[config.mk]
export PLATFORM = sky130hd
export DESIGN_NAME = fp_exception_stage_flat
export DESIGN_NICKNAME = d
export VERILOG_FILES = /design/src/rtl/rounding_pkg.sv /design/src/rtl/fp_exception_stage_if.sv /design/src/rtl/fp_classify.sv /design/src/rtl/fp_exception_stage.sv /design/src/flat_wrapper.sv
export SDC_FILE = /design/constraint.sdc
export NUM_CORES = 1
export LEC_CHECK = 0
export CELL_PAD_IN_SITES_DETAIL_PLACEMENT = 0
export CELL_PAD_IN_SITES_GLOBAL_PLACEMENT = 1
export CORE_ASPECT_RATIO = 0.9
export CORE_MARGIN = 2
export CORE_UTILIZATION = 30
export CTS_BUF_LIST = sky130_fd_sc_hd__clkbuf_2 sky130_fd_sc_hd__clkbuf_4 sky130_fd_sc_hd__clkbuf_8
export DETAILED_ROUTE_END_ITERATION = 8
export HOLD_SLACK_MARGIN = 0.08
export PLACE_DENSITY = 0.92
export SYNTH_ARGS = -nofsm -noshare
export SYNTH_HDL_FRONTEND = slang
export SYNTH_HIERARCHICAL = 1
export SYNTH_SLANG_ARGS = --single-unit
[constraint.sdc]
create_clock -name clk -period 5.6 [get_ports clk]
set_input_delay 0.56 -clock clk [delete_from_list [all_inputs] [get_ports clk]]
set_output_delay 0.56 -clock clk [all_outputs]
set_load 0.01 [all_outputs]
[src/rtl/rounding_pkg.sv]
// Shared types for the FP multiplier back end: rounding modes, operand
// classes, per-result flag bit positions and a rounding-direction helper.
package rounding_pkg;

    typedef enum logic [2:0] {
        IEEE_near = 3'b000,
        IEEE_zero = 3'b001,
        IEEE_pinf = 3'b010,
        IEEE_ninf = 3'b011,
        near_up   = 3'b100,
        away_zero = 3'b101
    } round_mode_t;

    typedef enum logic [1:0] {
        ZERO = 2'd0,
        INF  = 2'd1,
        NAN  = 2'd2,
        NORM = 2'd3
    } fp_class_t;

    // Bit positions in the flag vector {inexact,huge,tiny,nan,inf,zero}
    localparam int FLAG_ZERO    = 0;
    localparam int FLAG_INF     = 1;
    localparam int FLAG_NAN     = 2;
    localparam int FLAG_TINY    = 3;
    localparam int FLAG_HUGE    = 4;
    localparam int FLAG_INEXACT = 5;
    localparam int NUM_FLAGS    = 6;

    // True when an out-of-range result should move away from zero:
    // overflow then gives INF (else MAX_NORM), underflow gives MIN_NORM
    // (else zero). Reserved codes fall through to round-to-nearest.
    function automatic logic rounds_away(input logic [2:0] mode, input logic sign);
        logic away;
        case (round_mode_t'(mode))
            IEEE_zero:          away = 1'b0;
            IEEE_pinf, near_up: away = ~sign;
            IEEE_ninf:          away = sign;
            default:            away = 1'b1;
        endcase
        return away;
    endfunction

endpackage

[src/rtl/fp_exception_stage_if.sv]
// Beat interface of the exception stage: operands, datapath result and
// status in, final result and per-result flags out, valid/ready both ways.
interface fp_exception_stage_if #(
    parameter int EXP_W = 8,
    parameter int MAN_W = 23
);
    localparam int W = 1 + EXP_W + MAN_W;

    logic         in_valid;
    logic         in_ready;
    logic [W-1:0] a;
    logic [W-1:0] b;
    logic [W-1:0] z_calc;
    logic         overflow;
    logic         underflow;
    logic         inexact;
    logic [2:0]   round_mode;

    logic         out_valid;
    logic         out_ready;
    logic [W-1:0] z;
    logic         zero_f;
    logic         inf_f;
    logic         nan_f;
    logic         tiny_f;
    logic         huge_f;
    logic         inexact_f;

    modport master (
        output in_valid, a, b, z_calc, overflow, underflow, inexact, round_mode, out_ready,
        input  in_ready, out_valid, z, zero_f, inf_f, nan_f, tiny_f, huge_f, inexact_f
    );

    modport slave (
        input  in_valid, a, b, z_calc, overflow, underflow, inexact, round_mode, out_ready,
        output in_ready, out_valid, z, zero_f, inf_f, nan_f, tiny_f, huge_f, inexact_f
    );
endinterface

[src/rtl/fp_classify.sv]
// Combinational operand classifier; denormals are treated as zero.
module fp_classify
    import rounding_pkg::*;
#(
    parameter int EXP_W = 8,
    parameter int MAN_W = 23
) (
    input  logic [EXP_W+MAN_W:0] op,
    output fp_class_t            cls
);
    logic [EXP_W-1:0] exp_field;
    logic [MAN_W-1:0] frac_field;

    assign exp_field  = op[EXP_W+MAN_W-1:MAN_W];
    assign frac_field = op[MAN_W-1:0];

    // Decode exponent/fraction into the operand class
    always_comb begin
        cls = NORM;
        if (&exp_field) begin
            cls = (|frac_field) ? NAN : INF;
        end else if (exp_field == '0) begin
            cls = ZERO;
        end
    end
endmodule

[src/rtl/fp_exception_stage.sv]
// Exception/special-case stage after normalise/round: substitutes IEEE
// special values, registers the result behind valid/ready and keeps
// sticky flags plus a saturating exception counter for the status CSR.
module fp_exception_stage
    import rounding_pkg::*;
#(
    parameter int EXP_W = 8,
    parameter int MAN_W = 23,
    parameter int CNT_W = 16
) (
    input  logic                    clk,
    input  logic                    rst_n,
    fp_exception_stage_if.slave     bus,
    input  logic                    flag_clr,
    output logic [NUM_FLAGS-1:0]    sticky_flags,
    output logic [CNT_W-1:0]        exc_cnt
);
    localparam int W = 1 + EXP_W + MAN_W;

    // Unsigned magnitudes of the substituted values; the sign is ORed in later
    localparam logic [W-1:0] INF_MAG  = {1'b0, {EXP_W{1'b1}}, {MAN_W{1'b0}}};
    localparam logic [W-1:0] MAX_MAG  = {1'b0, {(EXP_W-1){1'b1}}, 1'b0, {MAN_W{1'b1}}};
    localparam logic [W-1:0] MIN_MAG  = {1'b0, {(EXP_W-1){1'b0}}, 1'b1, {MAN_W{1'b0}}};
    localparam logic [W-1:0] QNAN_VAL = {1'b0, {EXP_W{1'b1}}, 1'b1, {(MAN_W-1){1'b0}}};

    fp_class_t cls_a;
    fp_class_t cls_b;

    fp_classify #(.EXP_W(EXP_W), .MAN_W(MAN_W)) u_class_a (.op(bus.a), .cls(cls_a));
    fp_classify #(.EXP_W(EXP_W), .MAN_W(MAN_W)) u_class_b (.op(bus.b), .cls(cls_b));

    logic                 out_valid_q, out_valid_d;
    logic [W-1:0]         z_q, z_d;
    logic [NUM_FLAGS-1:0] flags_q, flags_d;
    logic [NUM_FLAGS-1:0] sticky_q, sticky_d;
    logic [CNT_W-1:0]     exc_cnt_q, exc_cnt_d;

    logic                 accept;
    logic [W-1:0]         sign_bit;
    logic                 away;
    logic [W-1:0]         z_new;
    logic [NUM_FLAGS-1:0] flags_new;
    logic                 exc_hit;
    logic [CNT_W-1:0]     cnt_base;

    assign bus.in_ready = ~out_valid_q | bus.out_ready;
    assign accept       = bus.in_valid & bus.in_ready;
    assign sign_bit     = {bus.z_calc[W-1], {(W-1){1'b0}}};
    assign away         = rounds_away(bus.round_mode, bus.z_calc[W-1]);

    // Priority selection of the final value and its per-result flags
    always_comb begin
        z_new     = bus.z_calc;
        flags_new = '0;
        if (cls_a == NAN || cls_b == NAN ||
            (cls_a == ZERO && cls_b == INF) || (cls_a == INF && cls_b == ZERO)) begin
            z_new               = QNAN_VAL;
            flags_new[FLAG_NAN] = 1'b1;
        end else if (cls_a == INF || cls_b == INF) begin
            z_new               = sign_bit | INF_MAG;
            flags_new[FLAG_INF] = 1'b1;
        end else if (cls_a == ZERO || cls_b == ZERO) begin
            z_new                = sign_bit;
            flags_new[FLAG_ZERO] = 1'b1;
        end else if (bus.overflow) begin
            flags_new[FLAG_HUGE]    = 1'b1;
            flags_new[FLAG_INEXACT] = 1'b1;
            if (away) begin
                z_new               = sign_bit | INF_MAG;
                flags_new[FLAG_INF] = 1'b1;
            end else begin
                z_new = sign_bit | MAX_MAG;
            end
        end else if (bus.underflow) begin
            flags_new[FLAG_TINY]    = 1'b1;
            flags_new[FLAG_INEXACT] = 1'b1;
            if (away) begin
                z_new = sign_bit | MIN_MAG;
            end else begin
                z_new                = sign_bit;
                flags_new[FLAG_ZERO] = 1'b1;
            end
        end else begin
            flags_new[FLAG_INEXACT] = bus.inexact;
        end
    end

    assign exc_hit = flags_new[FLAG_NAN] | flags_new[FLAG_INF] |
                     flags_new[FLAG_TINY] | flags_new[FLAG_HUGE];

    // Next-state for output register, sticky flags and counter; a clear
    // applies first so a same-cycle accepted beat still contributes
    always_comb begin
        out_valid_d = out_valid_q;
        z_d         = z_q;
        flags_d     = flags_q;
        if (accept) begin
            out_valid_d = 1'b1;
            z_d         = z_new;
            flags_d     = flags_new;
        end else if (bus.out_ready) begin
            out_valid_d = 1'b0;
        end

        sticky_d = flag_clr ? '0 : sticky_q;
        if (accept) begin
            sticky_d = sticky_d | flags_new;
        end

        cnt_base  = flag_clr ? '0 : exc_cnt_q;
        exc_cnt_d = cnt_base;
        if (accept && exc_hit && (cnt_base != '1)) begin
            exc_cnt_d = cnt_base + CNT_W'(1);
        end
    end

    // State registers with synchronous active-low reset
    always_ff @(posedge clk) begin
        if (!rst_n) begin
            out_valid_q <= 1'b0;
            z_q         <= '0;
            flags_q     <= '0;
            sticky_q    <= '0;
            exc_cnt_q   <= '0;
        end else begin
            out_valid_q <= out_valid_d;
            z_q         <= z_d;
            flags_q     <= flags_d;
            sticky_q    <= sticky_d;
            exc_cnt_q   <= exc_cnt_d;
        end
    end

    assign bus.out_valid = out_valid_q;
    assign bus.z         = z_q;
    assign bus.zero_f    = flags_q[FLAG_ZERO];
    assign bus.inf_f     = flags_q[FLAG_INF];
    assign bus.nan_f     = flags_q[FLAG_NAN];
    assign bus.tiny_f    = flags_q[FLAG_TINY];
    assign bus.huge_f    = flags_q[FLAG_HUGE];
    assign bus.inexact_f = flags_q[FLAG_INEXACT];
    assign sticky_flags  = sticky_q;
    assign exc_cnt       = exc_cnt_q;
endmodule

[src/flat_wrapper.sv]
// flat-port wrapper written by rule: the top's interface ports become plain ports
module fp_exception_stage_flat import rounding_pkg::*;
#(
    parameter int EXP_W = 8,
    parameter int MAN_W = 23,
    parameter int CNT_W = 16
)
  (clk, rst_n, flag_clr, sticky_flags, exc_cnt, bus_in_valid, bus_a, bus_b, bus_z_calc, bus_overflow, bus_underflow, bus_inexact, bus_round_mode, bus_out_ready, bus_in_ready, bus_out_valid, bus_z, bus_zero_f, bus_inf_f, bus_nan_f, bus_tiny_f, bus_huge_f, bus_inexact_f);
  fp_exception_stage_if #(.EXP_W(EXP_W), .MAN_W(MAN_W)) bus_i ();
  input  logic clk;
  input  logic rst_n;
  input  logic flag_clr;
  output logic [NUM_FLAGS-1:0] sticky_flags;
  output logic [CNT_W-1:0] exc_cnt;
  input wire logic [$bits(bus_i.in_valid)-1:0] bus_in_valid;
  input wire logic [$bits(bus_i.a)-1:0] bus_a;
  input wire logic [$bits(bus_i.b)-1:0] bus_b;
  input wire logic [$bits(bus_i.z_calc)-1:0] bus_z_calc;
  input wire logic [$bits(bus_i.overflow)-1:0] bus_overflow;
  input wire logic [$bits(bus_i.underflow)-1:0] bus_underflow;
  input wire logic [$bits(bus_i.inexact)-1:0] bus_inexact;
  input wire logic [$bits(bus_i.round_mode)-1:0] bus_round_mode;
  input wire logic [$bits(bus_i.out_ready)-1:0] bus_out_ready;
  output wire logic [$bits(bus_i.in_ready)-1:0] bus_in_ready;
  output wire logic [$bits(bus_i.out_valid)-1:0] bus_out_valid;
  output wire logic [$bits(bus_i.z)-1:0] bus_z;
  output wire logic [$bits(bus_i.zero_f)-1:0] bus_zero_f;
  output wire logic [$bits(bus_i.inf_f)-1:0] bus_inf_f;
  output wire logic [$bits(bus_i.nan_f)-1:0] bus_nan_f;
  output wire logic [$bits(bus_i.tiny_f)-1:0] bus_tiny_f;
  output wire logic [$bits(bus_i.huge_f)-1:0] bus_huge_f;
  output wire logic [$bits(bus_i.inexact_f)-1:0] bus_inexact_f;
  assign bus_i.in_valid = bus_in_valid;
  assign bus_i.a = bus_a;
  assign bus_i.b = bus_b;
  assign bus_i.z_calc = bus_z_calc;
  assign bus_i.overflow = bus_overflow;
  assign bus_i.underflow = bus_underflow;
  assign bus_i.inexact = bus_inexact;
  assign bus_i.round_mode = bus_round_mode;
  assign bus_i.out_ready = bus_out_ready;
  assign bus_in_ready = bus_i.in_ready;
  assign bus_out_valid = bus_i.out_valid;
  assign bus_z = bus_i.z;
  assign bus_zero_f = bus_i.zero_f;
  assign bus_inf_f = bus_i.inf_f;
  assign bus_nan_f = bus_i.nan_f;
  assign bus_tiny_f = bus_i.tiny_f;
  assign bus_huge_f = bus_i.huge_f;
  assign bus_inexact_f = bus_i.inexact_f;
  fp_exception_stage #(.EXP_W(EXP_W), .MAN_W(MAN_W), .CNT_W(CNT_W)) u_core (.clk(clk), .rst_n(rst_n), .bus(bus_i), .flag_clr(flag_clr), .sticky_flags(sticky_flags), .exc_cnt(exc_cnt));
endmodule
======== Word level (Yosys, flattened, before mapping) ========
Index checks and enable logic that the tools add are counted.
operators by class
  add/sub/neg operators ................... 1
  multiply operators ...................... 0
  divide/modulo/power cells ............... 0
  magnitude comparators ................... 0
  eq/ne operators ......................... 9
  shift-type cells ........................ 0
  multiplexer cells ....................... 39
  bitwise operators ....................... 8
  reduce and logical (&&, ||, !) cells .... 19
operators with widths
  kind                                                             count
  31-bit two-way mux                                               4
  24-bit two-way mux                                               2
  23-bit OR reduction                                              2
  16-bit two-way mux                                               2
  32-bit two-way mux                                               1
  1-bit two-way mux                                                17
  16-bit by 1-bit adder with 16-bit output, second input constant  1
  8-bit logical NOT                                                2
  16-bit inequality test, second input constant                    1
  8-bit AND reduction                                              2
  2-bit two-way mux                                                7
  6-bit two-way mux                                                2
  3-bit two-way mux                                                3
  3-bit by 2-bit == test with 1-bit output, second input constant  2
  6-bit OR                                                         1
  1-bit logical OR                                                 5
  2-bit by 1-bit == test with 1-bit output, second input constant  2
  2-bit == test, second input constant                             2
  1-bit logical AND                                                4
  2-bit logical NOT                                                2
  1-bit OR                                                         4
  3-bit by 1-bit == test with 1-bit output, second input constant  1
  3-bit == test, second input constant                             1
  1-bit one-hot mux with 3 select lines                            1
  other kinds (4)                                                  5
storage, ports and cells
  flip-flop bits (word level) ............. 61
  latch bits .............................. 0
  memory bits (writable) .................. 0
  bits in read-only memories .............. 0
  bits of input ports ..................... 107
  output and inout bits ................... 62
  word-level logic and storage cells ...... 81
  memories ................................ 0

======== Depth between registers and ports, before layout ========
Gate-level depths: netlist (run 1).
  depth in word-level cells ............... 15
  mapped depth ............................ 10
  gate-level depth less buffers ........... 8

======== Modules after synthesis ========
Netlist (run 1), hierarchy kept.
by module, submodules not included
  module              times used  cells an instance  area an instance (sq um)  sequential area each (sq um)
  fp_exception_stage  1           370                2980.4                    1221.2
  fp_classify         2           16                 102.6                     0.0

======== Worst setup path after synthesis (run 1) ========
No wires, ideal clock.
  kind .................................... input -> register
  from .................................... input port bus_b[7]
  to ...................................... register u_core.exc_cnt_q[3] (netlist: u_core/exc_cnt[3])
  setup time .............................. 0.070 ns
  data arrival time ....................... 2.978 ns
  required time ........................... 5.530 ns
  path slack .............................. 2.552 ns
  stages on the path ...................... 8
  path buffers ............................ 0
  cells stage by stage .................... or4_1 or4_1 o22a_1 and4bb_2 o21bai_4 nand2_4 or4_1 a21oi_1
between the ends
  word-level cells in the longest chain between the ends .. 14
  elaborated cells on any way between the ends .. 26
  classes of those cells .................. eq/ne (2); mux (10); bitwise (3); reduce/logical (11)
ends and longest elaborated chain
  element                                                 line                                                RTL
  start, declared                                         flat_wrapper.sv:17                                  input wire logic [$bits(bus_i.b)-1:0] bus_b;
  23-bit OR reduction *                                   fp_classify.sv:21                                   cls = (|frac_field) ? NAN : INF;
  2-bit two-way mux *                                     fp_classify.sv:21
  2-bit two-way mux *                                     fp_classify.sv:20                                   if (&exp_field) begin
  net u_core.cls_b[1]                                     fp_exception_stage.sv:27                            fp_class_t cls_b;
  2-bit logical NOT (tied with other cells)               fp_exception_stage.sv:56, fp_exception_stage.sv:62
  1-bit logical OR (tied with other cells)                fp_exception_stage.sv:62                            end else if (cls_a == ZERO || cls_b == ZERO) begin
  1-bit two-way mux or 1-bit logical OR (tied branches)   fp_exception_stage.sv:62, fp_exception_stage.sv:55
  1-bit two-way mux or 1-bit logical OR (tied branches)   fp_exception_stage.sv:59, fp_exception_stage.sv:56
  2-bit two-way mux or 1-bit two-way mux (tied branches)  fp_exception_stage.sv:55                            if (cls_a == NAN || cls_b == NAN ||
  1-bit OR (2 in a row)                                   fp_exception_stage.sv:88                            assign exc_hit = flags_new[FLAG_NAN] | flags_new[FLAG_INF] |
  1-bit OR *                                              fp_exception_stage.sv:89                            flags_new[FLAG_TINY] | flags_new[FLAG_HUGE];
  1-bit logical AND * (2 in a row)                        fp_exception_stage.sv:112                           if (accept && exc_hit && (cnt_base != '1)) begin
  16-bit two-way mux *                                    fp_exception_stage.sv:112
  end signal, assigned                                    fp_exception_stage.sv:130                           exc_cnt_q <= exc_cnt_d;
  end, declared                                           fp_exception_stage.sv:36                            logic [CNT_W-1:0] exc_cnt_q, exc_cnt_d;
The timed path passes the listed nets; every way through them passes the cells marked *.
A chain may end at the register's enable or synchronous reset.

======== Final worst setup path (run 1) ========
  from .................................... input port bus_b[7]
  to ...................................... register u_core.exc_cnt_q[8] (netlist: u_core/exc_cnt[8])
The elaborated chain is that of the path after synthesis.

==> key figures, run 1 <==
CTS
  • # hold bufs at CTS: 0
  • CTS tree: yes
  • H-tree levels: 3
  • Total CTS buffers: 9
  • CTS sink cnt: 61
  • Reg clk slew, reported paths: 0.07 ns
  • Worst-skew pair later-pin latency: 0.35 ns
  • Root Driver: clkbuf_8
  • Postcts setup bufs: 0
  • Post-cts resize count: 0
  • Clock buffer depth: 2

Synth
  • Library cells used by synthesis: 59
  • Synth Register Bits: 61
  • Ys Warns: 6
  • Synth Instances: 402
  • Main area contributors after synthesis: dfxtp_1 38%, a21oi_1 9.1%, nand2_1 6.6%
  • Area fraction of the dominant cell type after synthesis: 38.3%
  • Avg Inst Size Synth: 7.92 sq um
  • Synthesized Nets: 510
  • Most instantiated library cell after synthesis: dfxtp_1
  • Post-synth top flop: dfxtp_1
  • Post-synth EDFFs: 0
  • Seq/Total Area, Yosys: 38.3%
  • Cell taking the most area after synthesis: dfxtp_1
  • Ys async rst share: 0%
  • Commonest cells post-synth: 61 x dfxtp_1, 58 x a21oi_1, 56 x nand2_1
  • Post-Synthesis Cell Area: 0.00319 sq mm

Critical path
  • CP Max Fanout: 8
  • Crit path kind: primary input to register
  • CP Data Arrival Time: 3.92 ns
  • CP Capture Type: register
  • CP startpoint kind: primary input
  • Worst EP required: 5.81 ns

Global routing
  • Largest net degree at the start of global routing: 47
  • Vias in the first global route: 3,608
  • GRT Overall Usage: 19.3%
  • Gr ovfl total: 0
  • Initial antenna violation count: 0
  • First-pass GRT wire length: 17,800 microns

Cells and area
  • N_diodes: 0
  • Layout cell share with drive strength beyond 1: 6.19%
  • Final core occ: 50.3%
  • Fill count: 988
  • Post-route insts no fill: 694
  • Nets: 668
  • Synthesis-to-finish area growth: 62.4%

STA
  • Slew HR: 43.3%
  • Fmax: 269 MHz
  • Hold Vio Cnt, Final: 0
  • RSZ-0062 raised after global routing: no
  • # setup viols final: 0
  • Final TNS setup: 0 ns
  • Tcrit/Tclk final: 66.4%
  • Clk_skew: 0.0124 ns
  • Final worst path period need: 3.72 ns
  • Worst Slack Setup Final: 1.88 ns
  • Final Max Tran Viols: 0
  • Worst-Margin Slew: 0.851 ns

Die
  • Die Area: 0.0115 sq mm
  • I/O Pins: 169
  • Die Ht: 102 microns
  • Die Width: 113 microns
  • Initial Utilization: 31.0%
  • Core Region: 0.0103 sq mm
  • # rows: 35

Power and ir drop
  • P_int: 0.863 mW
  • Pwr/cell area: 221 mW/mm^2
  • Sequential Power Share: 40.7%
  • Sw frac: 24.5%
  • Leakage: 1.79 nW
  • Peak VDD IR: 0.000107 V
  • Clock power share: 39.9%
  • Switching pwr: 0.280 mW
  • Gate power share: 19.4%
  • Total Power: 1.14 mW

Hold path
  • Type of the tightest min-delay check: register to register

Placement
  • Gpl congestion: 0.779
  • Post-Place Setup Slack: 1.57 ns
  • Cells after DPL: 678
  • Port Buffer Count: 166
  • Detail Placement HPWL: 7810 microns

Drt
  • Initial DRT Pass Iterations: 4
  • Vias: 3,635
  • Avg Vias per Cell: 5.24
  • Antenna-violating nets left: 0
  • Routed WL: 10,700 microns
  • DR WL/cell: 15.5 microns
  • Initial drt markers: 145
  • Drt drc: 0

Job
  • Max-cap check violation count: 0

Status
  • Outcome: finished, final reports clean
==> layout make-up <==
| class | count | area (sq um) | area share, % |
|---|---|---|---|
| inverter | 5 | 18.8 | 0.363 |
| clock inverter | 4 | 70.1 | 1.35 |
| clock buffer | 12 | 159 | 3.07 |
| timing repair buffer | 170 | 1690 | 32.7 |
| multi-input combinational | 313 | 1850 | 35.8 |
| tap | 129 | 161 | 3.12 |
| sequential | 61 | 1220 | 23.6 |
==> layout by cell type (no fill, tap or decap), types with 2 or more instances in the layout <==
cell type / n
clkinv_2: 2
a41o_1: 2
nand3b_1: 3
clkdlybuf4s50_1: 166
buf_4: 4
inv_1: 3
and3_1: 2
o21ai_0: 18
nand4b_1: 2
or4_1: 12
nand4_1: 9
dfxtp_1: 61
nand3_1: 10
nor4_1: 7
a21oi_1: 58
nor3_1: 6
nand2_1: 56
clkbuf_8: 11
nor2_1: 20
a31oi_1: 5
bufinv_16: 2
a21o_1: 2
o22a_1: 2
o31ai_1: 4
o211ai_1: 22
or3_1: 5
or2_2: 4
nor2b_1: 26
mux2i_1: 2
o22ai_1: 2
and2_1: 3
nand2b_1: 4
==> state kept, by name, summed over array words and instances (netlist names) <==
signal,cells
u_core/bus.z,32
u_core/flags_q,6
u_core/bus.out_valid,1
u_core/sticky_flags,6
u_core/exc_cnt,16
==> worst max-delay path, stage by stage <==
cell             delay (ns)
clkdlybuf4s50_1        0.40
or4_1                  0.53
or4_1                  0.50
o22ai_1                0.61
nor2_1                 0.25
o21bai_4               0.27
nand3_1                0.25
o311ai_0               0.39
o41ai_1                0.15
==> layer usage <==
metal | wire [microns] | GRT usage (%) | vias to the layer above
met5 | 0 | 0 | -
met4 | 127 | 6.00 | 0
met3 | 910 | 6.82 | 17
met2 | 5050 | 32.5 | 123
met1 | 4640 | 23.4 | 1691
li1 | - | - | 1804
==> cells by family after synthesis <==
family                     share of synthesized area (%)
adders and majority gates                          0.393
DFF                                                 38.3
xor gates and xnor gates                           0.786
buffers and inverters                               3.57
muxes                                              0.628
AOI/OAI and AO/OA                                   25.3
and+or+nand+nor                                     31.0
==> power by group through the flow <==
stage / registers (mW) / logic (mW) / clock network, mW
2_1_floorplan: 0.484 / 0.0755 / 0
3_3_place_gp: 0.474 / 0.219 / 0
3_5_place_dp: 0.475 / 0.222 / 0
4_1_cts: 0.465 / 0.223 / 0.470
5_1_grt: 0.468 / 0.241 / 0.487
6_report: 0.465 / 0.221 / 0.456
==> metrics by stage <==
stage,cell area [sq um],hold slack (ns)
final,5170,0.453
after global routing,5170,0.467
after CTS,5170,0.454
after detailed placement,4940,0.444
after global placement,4940,0.437
after floorplan,3190,0.476
==> final timing paths <==
path                                   startpoint           endpoint  slack, ns  cells after the start
worst min-delay path              u_core/bus.z[2]    u_core/bus.z[2]       0.45                      2
worst min register to register    u_core/bus.z[2]    u_core/bus.z[2]       0.45                      2
worst max-delay path                     bus_b[7]  u_core/exc_cnt[8]       1.88                      9
worst max register to register  u_core/exc_cnt[0]  u_core/exc_cnt[7]       3.59                      6
Note: power is estimated with default switching activity, not from simulation.
==> inputs of run 2 (changes only) <==
--- a/config.mk
+++ b/config.mk
@@ -9,11 +9,11 @@
 export CELL_PAD_IN_SITES_GLOBAL_PLACEMENT = 1
 export CORE_ASPECT_RATIO = 0.9
 export CORE_MARGIN = 2
-export CORE_UTILIZATION = 30
+export CORE_UTILIZATION = 25
 export CTS_BUF_LIST = sky130_fd_sc_hd__clkbuf_2 sky130_fd_sc_hd__clkbuf_4 sky130_fd_sc_hd__clkbuf_8
 export DETAILED_ROUTE_END_ITERATION = 8
 export HOLD_SLACK_MARGIN = 0.08
-export PLACE_DENSITY = 0.92
+export PLACE_DENSITY = 0.82
 export SYNTH_ARGS = -nofsm -noshare
 export SYNTH_HDL_FRONTEND = slang
 export SYNTH_HIERARCHICAL = 1
==> constraint.sdc (replaced) <==
create_clock -name clk -period 3.1 [get_ports clk]
set_input_delay 0.31 -clock clk [delete_from_list [all_inputs] [get_ports clk]]
set_output_delay 0.31 -clock clk [all_outputs]
set_load 0.01 [all_outputs]
==> key figures, run 2 (synthesis gave the netlist of run 1 again) <==
Critical path
  • Setup slack, reg-to-reg: 1.16 ns (-2.43 ns)
  • Worst EP required: 3.37 ns (-2.44 ns)
  • Crit path kind: primary input to register
  • CP Data Arrival Time: 3.28 ns (-0.64 ns)
  • CP Capture Type: register
  • Worst r2r path cells: 8 (+2)
  • CP startpoint kind: primary input
  • CP Max Fanout: 6 (-2)

STA
  • Hold Worst Slack: 0.456 ns (+0.00306 ns)
  • Hold Vio Cnt, Final: 0 (unchanged)
  • Fmax: 332 MHz
  • Worst-Margin Slew: 0.585 ns (-0.266 ns)
  • Slew HR: 60.5% (+17 points)
  • Worst Slack Setup Final: 0.0856 ns (-1.80 ns)
  • Final Max Tran Viols: 0 (unchanged)
  • RSZ-0062 raised after global routing: no
  • Final TNS setup: 0 ns (unchanged)
  • Tcrit/Tclk final: 97.2%
  • Clk_skew: 0.00654 ns (-0.00585 ns)
  • # setup viols final: 0 (unchanged)
  • Final worst path period need: 3.01 ns

Power and ir drop
  • Total Power: 2.08 mW (+82%)
  • Pwr/cell area: 383 mW/mm^2 (+73%)
  • Leakage: 1.91 nW (+6.7%)
  • Peak VDD IR: 0.000199 V (+86%)

Cells and area
  • Max FFs per register: 32 (unchanged)
  • Nets: 692 (+3.6%)
  • Finished Cell Area: 0.00543 sq mm (+5.0%)
  • Synthesis-to-finish area growth: 70.5%
  • N_diodes: 0 (unchanged)
  • Multi-input gate area: 0.00187 sq mm (+1.2%)
  • Register Area: 0.00122 sq mm (unchanged)
  • Fill count: 1,259 (+27%)
  • Layout cell share with drive strength beyond 1: 10.7% (+4.5 points)
  • Final core occ: 43.1% (-7.1 points)
  • Post-route insts no fill: 753 (+8.5%)
  • Commonest cells after routing, fill and taps aside: 166 x clkdlybuf4s50_1, 61 x dfxtp_1, 58 x a21oi_1, 56 x nand2_1, 27 x buf_4
  • Commonest non-fill, non-tap cell in the layout: clkdlybuf4s50_1

CTS
  • Reg clk slew, reported paths: 0.07 ns (about the same)
  • CTS tree: yes
  • Worst-skew pair later-pin latency: 0.34 ns (about the same)
  • Clock buffer depth: 2 (unchanged)
  • H-tree levels: 3 (unchanged)
  • # hold bufs at CTS: 0 (unchanged)
  • Root Driver: clkbuf_8
  • Total CTS buffers: 9 (unchanged)
  • CTS sink cnt: 61 (unchanged)

Global routing
  • Initial antenna violation count: 0 (unchanged)
  • Largest net degree at the start of global routing: 31 (-34%)
  • Gr ovfl total: 0 (unchanged)
  • Vias in the first global route: 3,718 (+3.0%)
  • First-pass GRT wire length: 17,900 microns (+0.81%)
  • GRT Overall Usage: 16.4% (-2.9 points)

Hold path
  • Hold depth: 2 (unchanged)
  • Type of the tightest min-delay check: register to register

Drt
  • Vias: 3,705 (+1.9%)
  • Routed WL: 11,000 microns (+2.9%)
  • Avg Vias per Cell: 4.92 (-6.1%)
  • DR WL/cell: 14.7 microns (-5.1%)
  • Initial DRT Pass Iterations: 4 (unchanged)
  • Antenna-violating nets left: 0 (unchanged)
  • Drt drc: 0 (unchanged)
  • Initial drt markers: 229 (+58%)

Die
  • Die Area: 0.0137 sq mm (+19%)
  • Die Ht: 111 microns (+9.2%)
  • Die Width: 123 microns (+9.2%)
  • Initial Utilization: 25.3% (-5.7 points)
  • Core Region: 0.0126 sq mm (+22%)
  • # rows: 39 (+11%)
  • I/O Pins: 169 (unchanged)

Placement
  • Cells after DPL: 736 (+8.6%)
  • Detail Placement HPWL: 8310 microns (+6.4%)
  • Gpl congestion: 0.876 (+12%)
  • Port Buffer Count: 166 (unchanged)
  • Area of placed instances: 0.00517 sq mm (+4.6%)
  • Post-Place Setup Slack: -0.359 ns (-1.92 ns)

Job
  • Max-cap check violation count: 0 (unchanged)

Status
  • Outcome: finished, final reports clean
run 2: path summary, 6_finish.rpt:
kind / end / start
hold reg to reg: u_core/bus.z[6] / u_core/bus.z[6]
setup / recovery: u_core/exc_cnt[9] / bus_b[7]
hold / removal: u_core/bus.z[6] / u_core/bus.z[6]
setup reg to reg: u_core/exc_cnt[7] / u_core/exc_cnt[0]
run 2: layout make-up:
type                            instances  share of cell area, %
Clock buffer                           12                   2.93
Clock inverter                          4                   1.29
Inverter                                5                  0.346
Multi-Input combinational cell        313                   34.5
Sequential cell                        61                   22.5
Tap cell                              164                   3.78
Timing Repair Buffer                  194                   34.7
run 2: power by group:
part,total (mW),internal [mW],leakage [nW],switching (mW)
Sequential,0.841,0.821,0.499,0.0201
Clock,0.824,0.503,0.120,0.320
Combinational,0.414,0.245,1.29,0.169
Total,2.08,1.57,1.91,0.509
run 2: what timing repair did:
action                     4_1_cts  5_1_grt
pin swaps                        0        4
setup endpoints to repair        1       15
gates resized for setup          1        5
buffers inserted                 0        1
run 2: metal layers:
layer	wire length, microns	share of wire (%)	GRT usage [%]
met1	4940	45	20.7
met2	5070	46	26.3
met3	799	7.2	4.94
met4	230	2.1	5.68
met5	0	0	0
run 2: critical path, cell delays in order:
cell and delay, ns:
clkdlybuf4s50_1 0.39, or4_1 0.53, or4_4 0.50, o22a_4 0.28, and4bb_2 0.25, o21bai_4 0.23
nand2_4 0.10, or4_1 0.52, a21oi_1 0.17
==> inputs of run 3 (changes only) <==
--- a/config.mk
+++ b/config.mk
@@ -5,6 +5,7 @@
 export SDC_FILE = /design/constraint.sdc
 export NUM_CORES = 1
 export LEC_CHECK = 0
+export ABC_AREA = 1
 export CELL_PAD_IN_SITES_DETAIL_PLACEMENT = 0
 export CELL_PAD_IN_SITES_GLOBAL_PLACEMENT = 1
 export CORE_ASPECT_RATIO = 0.9
@@ -13,7 +14,7 @@
 export CTS_BUF_LIST = sky130_fd_sc_hd__clkbuf_2 sky130_fd_sc_hd__clkbuf_4 sky130_fd_sc_hd__clkbuf_8
 export DETAILED_ROUTE_END_ITERATION = 8
 export HOLD_SLACK_MARGIN = 0.08
-export PLACE_DENSITY = 0.82
+export PLACE_DENSITY = 0.83
 export SYNTH_ARGS = -nofsm -noshare
 export SYNTH_HDL_FRONTEND = slang
 export SYNTH_HIERARCHICAL = 1
==> key figures, run 3 <==
STA
  • RSZ-0062 raised after global routing: no
  • Hold Vio Cnt, Final: 0 (unchanged)
  • Final worst path period need: 2.26 ns (-0.751 ns)
  • Worst Slack Setup Final: 0.837 ns (+0.751 ns)
  • Tcrit/Tclk final: 73.0% (-24 points)
  • Slew HR: 52.8% (-7.7 points)
  • # setup viols final: 0 (unchanged)
  • Fmax: 442 MHz (+33%)
  • Final TNS setup: 0 ns (unchanged)
  • Hold Worst Slack: 0.464 ns (+0.00806 ns)
  • Final Max Tran Viols: 0 (unchanged)
  • Clk_skew: 0.0119 ns (+0.00535 ns)
  • Worst-Margin Slew: 0.707 ns (+0.122 ns)

Drt
  • Initial DRT Pass Iterations: 4 (unchanged)
  • Avg Vias per Cell: 4.24 (-14%)
  • DR WL/cell: 12.2 microns (-17%)
  • Drt drc: 0 (unchanged)
  • Vias: 3,994 (+7.8%)
  • Routed WL: 11,500 microns (+3.9%)
  • Initial drt markers: 227 (-0.87%)
  • Antenna-violating nets left: 0 (unchanged)

Placement
  • Detail Placement HPWL: 8610 microns (+3.7%)
  • Port Buffer Count: 166 (unchanged)
  • Gpl congestion: 0.802 (-8.4%)
  • Post-Place Setup Slack: 0.449 ns (+0.808 ns)
  • Cells after DPL: 925 (+26%)
  • Area of placed instances: 0.00536 sq mm (+3.6%)

Cells and area
  • Fill count: 1,520 (+21%)
  • Max FFs per register: 32 (unchanged)
  • Nets: 851 (+23%)
  • Post-route insts no fill: 941 (+25%)
  • Layout cell share with drive strength beyond 1: 5.88% (-4.8 points)
  • N_diodes: 0 (unchanged)
  • Synthesis-to-finish area growth: 57.7%
  • Commonest non-fill, non-tap cell in the layout: nand2_1
  • Final core occ: 39.9% (-3.3 points)
  • Commonest cells after routing, fill and taps aside: 214 x nand2_1, 166 x clkdlybuf4s50_1, 74 x nor2_1, 61 x dfxtp_1, 60 x a21oi_1
  • Finished Cell Area: 0.00554 sq mm (+2.1%)

Critical path
  • Critical Path Max Stage Delay: 0.56 ns (+0.03 ns)
  • CP Max Fanout: 15 (+9)
  • CP startpoint kind: primary input
  • CP Capture Type: register
  • CP Data Arrival Time: 2.54 ns (-0.74 ns)
  • Crit path kind: primary input to register
  • Critical path, cell by cell: clkdlybuf4s50_1 -> nor2_1 -> ha_1 -> nand2_1 -> nor2_4 -> nand2_1 -> nor2_1 -> nand4_1 -> nand3_2 -> nand2_1 -> a21oi_1
  • Most Frequent Cell on Critical Path: nand2_1
  • CP delay by family, top: simple AND/OR/NAND/NOR gates
  • Critical-path top delay cell: clkdlybuf4s50_1
  • WP buf/inv: 1 (unchanged)
  • Worst EP required: 3.37 ns (about the same)

Synth
  • Main area contributors after synthesis: dfxtp_1 35%, nand2_1 23%, a21oi_1 8.5%
  • Synthesized Nets: 690 (+35%)
  • Post-synth top flop: dfxtp_1
  • Area fraction of the dominant cell type after synthesis: 34.7% (-3.6 points)
  • Avg Inst Size Synth: 6.04 sq um (-24%)
  • Seq/Total Area, Yosys: 34.7% (-3.6 points)
  • Synth Instances: 582 (+45%)
  • Post-Synthesis Cell Area: 0.00352 sq mm (+10%)
  • Most instantiated library cell after synthesis: nand2_1
  • Library cells used by synthesis: 28 (-53%)
  • Ys Warns: 6 (unchanged)
  • Commonest cells post-synth: 214 x nand2_1, 74 x nor2_1, 61 x dfxtp_1
  • Cell taking the most area after synthesis: dfxtp_1
  • Post-synth EDFFs: 0 (unchanged)
  • Ys async rst share: 0% (unchanged)
  • Synth Register Bits: 61 (unchanged)

CTS
  • Worst-skew pair later-pin latency: 0.35 ns (about the same)
  • Postcts setup bufs: 0 (unchanged)
  • Reg clk slew, reported paths: 0.07 ns (about the same)
  • Root Driver: clkbuf_8
  • H-tree levels: 3 (unchanged)
  • Clock buffer depth: 2 (unchanged)
  • Total CTS buffers: 9 (unchanged)
  • # hold bufs at CTS: 0 (unchanged)
  • CTS sink cnt: 61 (unchanged)
  • CTS tree: yes
  • Post-cts resize count: 0 (-1)

Global routing
  • Gr ovfl total: 0 (unchanged)
  • First-pass GRT wire length: 18,700 microns (+4.0%)
  • Largest net degree at the start of global routing: 33 (+6.5%)
  • GRT Overall Usage: 15.7% (-0.70 points)
  • Vias in the first global route: 3,783 (+1.7%)
  • Initial antenna violation count: 0 (unchanged)

Die
  • Die Area: 0.0150 sq mm (+10%)
  • Die Ht: 117 microns (+4.9%)
  • Die Width: 129 microns (+4.9%)
  • I/O Pins: 169 (unchanged)
  • Core Region: 0.0139 sq mm (+10%)
  • Initial Utilization: 25.3% (about the same)
  • # rows: 41 (+5.1%)

Power and ir drop
  • Total Power: 1.94 mW (-6.8%)
  • Leakage: 2.27 nW (+19%)
  • Pwr/cell area: 350 mW/mm^2 (-8.6%)
  • Peak VDD IR: 0.000215 V (+8.2%)

Status
  • Outcome: finished, final reports clean

Hold path
  • Type of the tightest min-delay check: register to register

Job
  • Max-cap check violation count: 0 (unchanged)
[run 3: cell count changes after synthesis, sizes merged, moves of 6 or more]
cell | previous run | this run
inv | 4 | 53
nand2 | 57 | 219
nand3 | 10 | 35
nor2 | 20 | 82
nor2b | 26 | 0
nor4 | 7 | 0
o211ai | 22 | 1
or3 | 6 | 0
or4 | 12 | 0
[run 3: cells by family after synthesis]
logic type                 count (synthesis)  synth area share, %
adders and majority gates                  1                0.356
xor gates and xnor gates                   7                 1.74
and+or+nand+nor                          351                 41.6
AOI/OAI and AO/OA                         83                 12.1
buffers and inverters                     79                 9.39
DFF                                       61                 34.7
[run 3: worst min-delay path, stage by stage, from the launching register on]
cell and delay (ns):
dfxtp_1 0.31, nand2_1 0.06, a21oi_1 0.05
[run 3: path summary, 6_finish.rpt]
| kind | start | endpoint | slack, ns | cells past startpoint |
|---|---|---|---|---|
| max reg2reg | u_core/exc_cnt[0] | u_core/exc_cnt[12] | 1.04 | 11 |
| min reg2reg | u_core/bus.z[16] | u_core/bus.z[16] | 0.46 | 2 |
| max | flag_clr | u_core/exc_cnt[12] | 0.84 | 11 |
| min | u_core/bus.z[16] | u_core/bus.z[16] | 0.46 | 2 |
[run 3: area by class of cell]
| type | instances | area [sq um] | share of cell area [%] |
|---|---|---|---|
| clock buffers | 11 | 151 | 2.73 |
| clock inverters | 5 | 33.8 | 0.609 |
| multi-input cells | 442 | 1960 | 35.4 |
| inverters | 54 | 203 | 3.66 |
| well taps | 193 | 241 | 4.36 |
| flip-flops and latches | 61 | 1220 | 22.0 |
| repair buffers | 175 | 1730 | 31.2 |
[run 3: routing by layer]
layer	wire, microns	GRT usage, %	vias up
met5	0	0	-
met4	98	3.26	0
met3	1000	6.37	10
met2	5130	25.3	116
met1	5240	19.9	1711
li1	-	-	2157
[run 3: report_power, final]
group	total, mW	internal (mW)	leakage (nW)	switching (mW)
registers	0.843	0.822	0.499	0.0205
clock network	0.670	0.334	0.0917	0.336
logic	0.426	0.235	1.67	0.191
